==> src/rtl/shifter8_seq.sv <==
// shifter8_seq: multi-cycle shift unit that shifts a loaded operand by one bit
// per clock. It generates the shared 2-bit select for the per-bit 4:1 mux row
// and registers the row output back into the operand each SHIFT cycle.
//
// Ports:
//   clk    in   rising-edge clock
//   reset  in   synchronous active-high reset (highest priority)
//   start  in   request pulse, sampled only in IDLE
//   op     in   [1:0] 00 hold, 01 LSL, 10 LSR, 11 ASR
//   amt    in   [AMT_W-1:0] shift count
//   d_in   in   [WIDTH-1:0] operand, captured with start
//   q      out  [WIDTH-1:0] operand register / result
//   busy   out  high whenever not IDLE
//   done   out  one-cycle pulse, result valid on q
//
// state  | meaning
// IDLE   | waiting for start, q holds last result
// SHIFT  | one shift per edge until the count runs out
// DONE   | result valid, done pulse, back to IDLE next edge
module shifter8_seq #(
    parameter int WIDTH = 8,
    parameter int AMT_W = 3
) (
    input  logic             clk,
    input  logic             reset,
    input  logic             start,
    input  logic [1:0]       op,
    input  logic [AMT_W-1:0] amt,
    input  logic [WIDTH-1:0] d_in,
    output logic [WIDTH-1:0] q,
    output logic             busy,
    output logic             done
);

    typedef enum logic [1:0] {
        ST_IDLE  = 2'd0,
        ST_SHIFT = 2'd1,
        ST_DONE  = 2'd2
    } state_t;

    localparam logic [AMT_W-1:0] CNT_ONE = AMT_W'(1);

    state_t           state_q, state_d;
    logic [WIDTH-1:0] q_q, q_d;
    logic [AMT_W-1:0] cnt_q, cnt_d;
    logic [1:0]       op_q, op_d;

    logic [WIDTH-1:0] lsl_v, lsr_v, asr_v, row_y;

    // Per-bit mux inputs, expressed as whole vectors so the edge bits need no
    // out-of-range indexing: d1 = q[i-1] (0 at bit 0), d2 = q[i+1] (0 at MSB),
    // d3 = q[i+1] (sign at MSB).
    assign lsl_v = {q_q[WIDTH-2:0], 1'b0};
    assign lsr_v = {1'b0, q_q[WIDTH-1:1]};
    assign asr_v = {q_q[WIDTH-1], q_q[WIDTH-1:1]};

    // The mx4 row: WIDTH 4:1 muxes sharing the latched select op_q.
    always_comb begin
        row_y = q_q;
        case (op_q)
            2'b00: row_y = q_q;
            2'b01: row_y = lsl_v;
            2'b10: row_y = lsr_v;
            2'b11: row_y = asr_v;
            default: row_y = q_q;
        endcase
    end

    always_comb begin
        state_d = state_q;
        q_d     = q_q;
        cnt_d   = cnt_q;
        op_d    = op_q;
        case (state_q)
            ST_IDLE: begin
                if (start) begin
                    q_d   = d_in;
                    cnt_d = amt;
                    op_d  = op;
                    // Nothing to shift: skip straight to the done pulse.
                    if ((amt == '0) || (op == 2'b00)) begin
                        state_d = ST_DONE;
                    end else begin
                        state_d = ST_SHIFT;
                    end
                end
            end
            ST_SHIFT: begin
                q_d   = row_y;
                cnt_d = cnt_q - CNT_ONE;
                if (cnt_q == CNT_ONE) begin
                    state_d = ST_DONE;
                end
            end
            ST_DONE: begin
                state_d = ST_IDLE;
            end
            default: begin
                state_d = ST_IDLE;
            end
        endcase
    end

    always_ff @(posedge clk) begin
        if (reset) begin
            state_q <= ST_IDLE;
            q_q     <= '0;
            cnt_q   <= '0;
            op_q    <= 2'b00;
        end else begin
            state_q <= state_d;
            q_q     <= q_d;
            cnt_q   <= cnt_d;
            op_q    <= op_d;
        end
    end

    assign q    = q_q;
    assign busy = (state_q != ST_IDLE);
    assign done = (state_q == ST_DONE);

endmodule

==> config.mk <==
export PLATFORM = sky130hd
export DESIGN_NAME = shifter8_seq
export DESIGN_NICKNAME = d
export VERILOG_FILES = /design/src/rtl/shifter8_seq.sv
export SDC_FILE = /design/constraint.sdc
export NUM_CORES = 1
export LEC_CHECK = 0
export CAP_MARGIN = 20
export CORE_MARGIN = 2
export CORE_UTILIZATION = 51
export CTS_BUF_LIST = sky130_fd_sc_hd__clkbuf_8
export CTS_CLUSTER_SIZE = 25
export DETAILED_ROUTE_END_ITERATION = 7
export GPL_TIMING_DRIVEN = 0
export HOLD_SLACK_MARGIN = 0.15
export PLACE_DENSITY_LB_ADDON = 0.3
export SLEW_MARGIN = 20
export SYNTH_ARGS = -nofsm -noshare
export SYNTH_HDL_FRONTEND = slang
export SYNTH_SLANG_ARGS = --single-unit
==> constraint.sdc <==
create_clock -name clk -period 2.25 [get_ports clk]
set_clock_uncertainty 0.2 [all_clocks]
set_input_delay 0.225 -clock clk [delete_from_list [all_inputs] [get_ports clk]]
set_output_delay 0.225 -clock clk [all_outputs]
set_load 0.05 [all_outputs]
==> qor.yml <==
maxCapViolations: 0
crit_family: "buffers and inverters"
slew_violations: 0
hold_viol: 0
die-area_sq_mm: 0.00206
drc: 0
mostFrequentLayoutCell: "clkdlybuf4s50_1"
timing.fmax_mhz: 463
ctsRootBufferMaster: "clkbuf_8"
clock_sinks: 15
die_height_um: 45.4
cts_tree: "yes"
p_per_area_mw_per_mm2: 731
use_met1: 0.283
fill_cells: 116
finalWirelength_um: 2070
multi_input_area_sq_um: 514
grt_usage: 0.229
regArea_sq_um: 300
critPathLaunchType: "register"
areaGrowthSynthToFinish_pct: 36.2
synth-edff-count: 0
slowest_delay_ns: 0.70
viasPerCell: 5.73
dr.pass1.iters: 4
vias: 813
place_hpwl_um: 1520
grt_max_degree: 11
nets: 145
holdBufCountCts: 0
cp-end-kind: "primary output"
avgRoutedWirePerCell_um: 14.6
die_x_um: 45.4
drive_above_1_share: 0.119
slew_headroom: 0.669
synth_cell_types: 29
ant_nets: 0
drt_iter0_drc: 27
grt_overflow: 0
clkLatencyLatePin_ns: 0.26
syn_nets: 115
critPathBufInv: 2
worstSetupPathType: "reg2out"
cp_max_fo: 10
use_met2: 0.386
yosysSeqAreaShare: 0.343
ioPinCount: 26
first_global_vias: 797
period_share: 0.961
fp-row-count: 14
most-common-layout-cells: "clkdlybuf4s50_1, dfxtp_1, mux2i_1"
hold_path.class: "reg2reg"
timing.final.crit_period_ns: 2.16
htree_levels: 1
core_area_sq_mm: 0.00156
crit_required_ns: 1.82
portBuffers: 25
yosysWarnings: 0
met3_usage: 0.0476
syn_inst: 97
setup_ws_ns: 0.0882
grt_busiest_layer: "met2"
crit_chain: "buf_4 > or2_2 > clkdlybuf4s50_1"
syn_area_per_cell_sq_um: 9.02
final_core_util: 0.764
fin_setup_tns_ns: 0
dpl_cell_area_sq_mm: 0.00114
cts_resized: 0
p_leak_nw: 0.443
ys.flop_type: "dfxtp_1"
synth_async_sr_flop_share: 0
cp_slowest_cell: "clkdlybuf4s50_1"
numCtsBuffers: 3
setup_violations: 0
fin_area_sq_mm: 0.00119
netlist_area_sq_um: 875
clkTransAtPathRegs_ns: 0.07
cts_setup_buffers: 0
outcome: "complete, no violations"
clock_path_buffers: 2
ys_ff_latch: 15
crit_arrival_ns: 1.74
worst_pin_slew_ns: 0.494
power_uw: 870
gp_congestion: 0.855
grt_pass1_wl_um: 3380
whs_ns: 0.262
grt_setup_unrepaired: "false"
ir_worst_vdd_mv: 0.541
place_ws_ns: 0.366
start_util: 0.561
dp_cells: 138
grt_antenna_before_repair: 0
antenna_cells: 0
stdcell_count: 142
==> flip-flops by register name (all words and copies together), names as in the netlist <==
name and cells:
op_q 2, state_q 2, cnt_q 3, q 8
==> where the power goes <==
group / internal (mW) / leakage (nW) / switching (mW)
Sequential: 0.297 / 0.124 / 0.0281
Clock: 0.123 / 0.0255 / 0.0999
Combinational: 0.138 / 0.293 / 0.185
Total: 0.558 / 0.443 / 0.313
==> cell usage after synthesis (2+ instances only) <==
cell type,number,area [sq um]
buf_6,3,33.8
nor2_1,7,26.3
o22ai_1,6,37.5
mux2i_1,9,90.1
o21ai_0,7,35.0
a32oi_1,2,17.5
ha_1,2,25.0
dfxtp_1,15,300
a21oi_1,6,30.0
nand2_1,7,26.3
nor2b_1,5,31.3
nand2b_1,6,37.5
a211oi_1,3,22.5
inv_1,4,15.0
==> worst register-to-register path: stages (launching register included) <==
cell and delay, ns:
dfxtp_1 0.40, o21bai_4 0.23, a21oi_4 0.30, nand2b_4 0.13, o22ai_1 0.20
==> path summary, 6_finish.rpt <==
kind	startpoint	slack, ns	cells past startpoint	to
hold reg to reg	cnt_q[2]$_SDFFE_PP0P_	0.26	2	cnt_q[2]$_SDFFE_PP0P_
hold / removal	cnt_q[2]$_SDFFE_PP0P_	0.26	2	cnt_q[2]$_SDFFE_PP0P_
setup / recovery	state_q[0]$_SDFFE_PP0P_	0.09	3	busy
setup reg to reg	state_q[1]$_SDFFE_PP0P_	0.71	4	q[4]$_SDFFE_PP0P_
==> kinds of logic after synthesis <==
group | Yosys count | share of synthesized area
AO/OA/AOI/OAI | 31 | 0.249
flip-flops | 15 | 0.343
adder cells (fa/ha/maj) | 2 | 0.0286
multiplexers | 9 | 0.103
buffers and inverters | 9 | 0.0687
XOR/XNOR | 1 | 0.0100
AND/OR/NAND/NOR | 30 | 0.197
==> area by class of cell <==
class,instances,share of cell area
Inverter,4,0.0126
Buffer,5,0.0378
Clock buffer,3,0.0347
Timing Repair Buffer,25,0.210
Clock inverter,1,0.00420
Tap cell,16,0.0168
Multi-Input combinational cell,73,0.432
Sequential cell,15,0.252
==> routing by layer <==
metal | vias up | wire length [um] | share of wire
li1 | 403 | - | -
met1 | 373 | 938 | 0.45
met2 | 30 | 989 | 0.48
met3 | 7 | 105 | 0.051
met4 | 0 | 39 | 0.019
met5 | - | 0 | 0
Note: power is estimated with default switching activity, not from simulation.
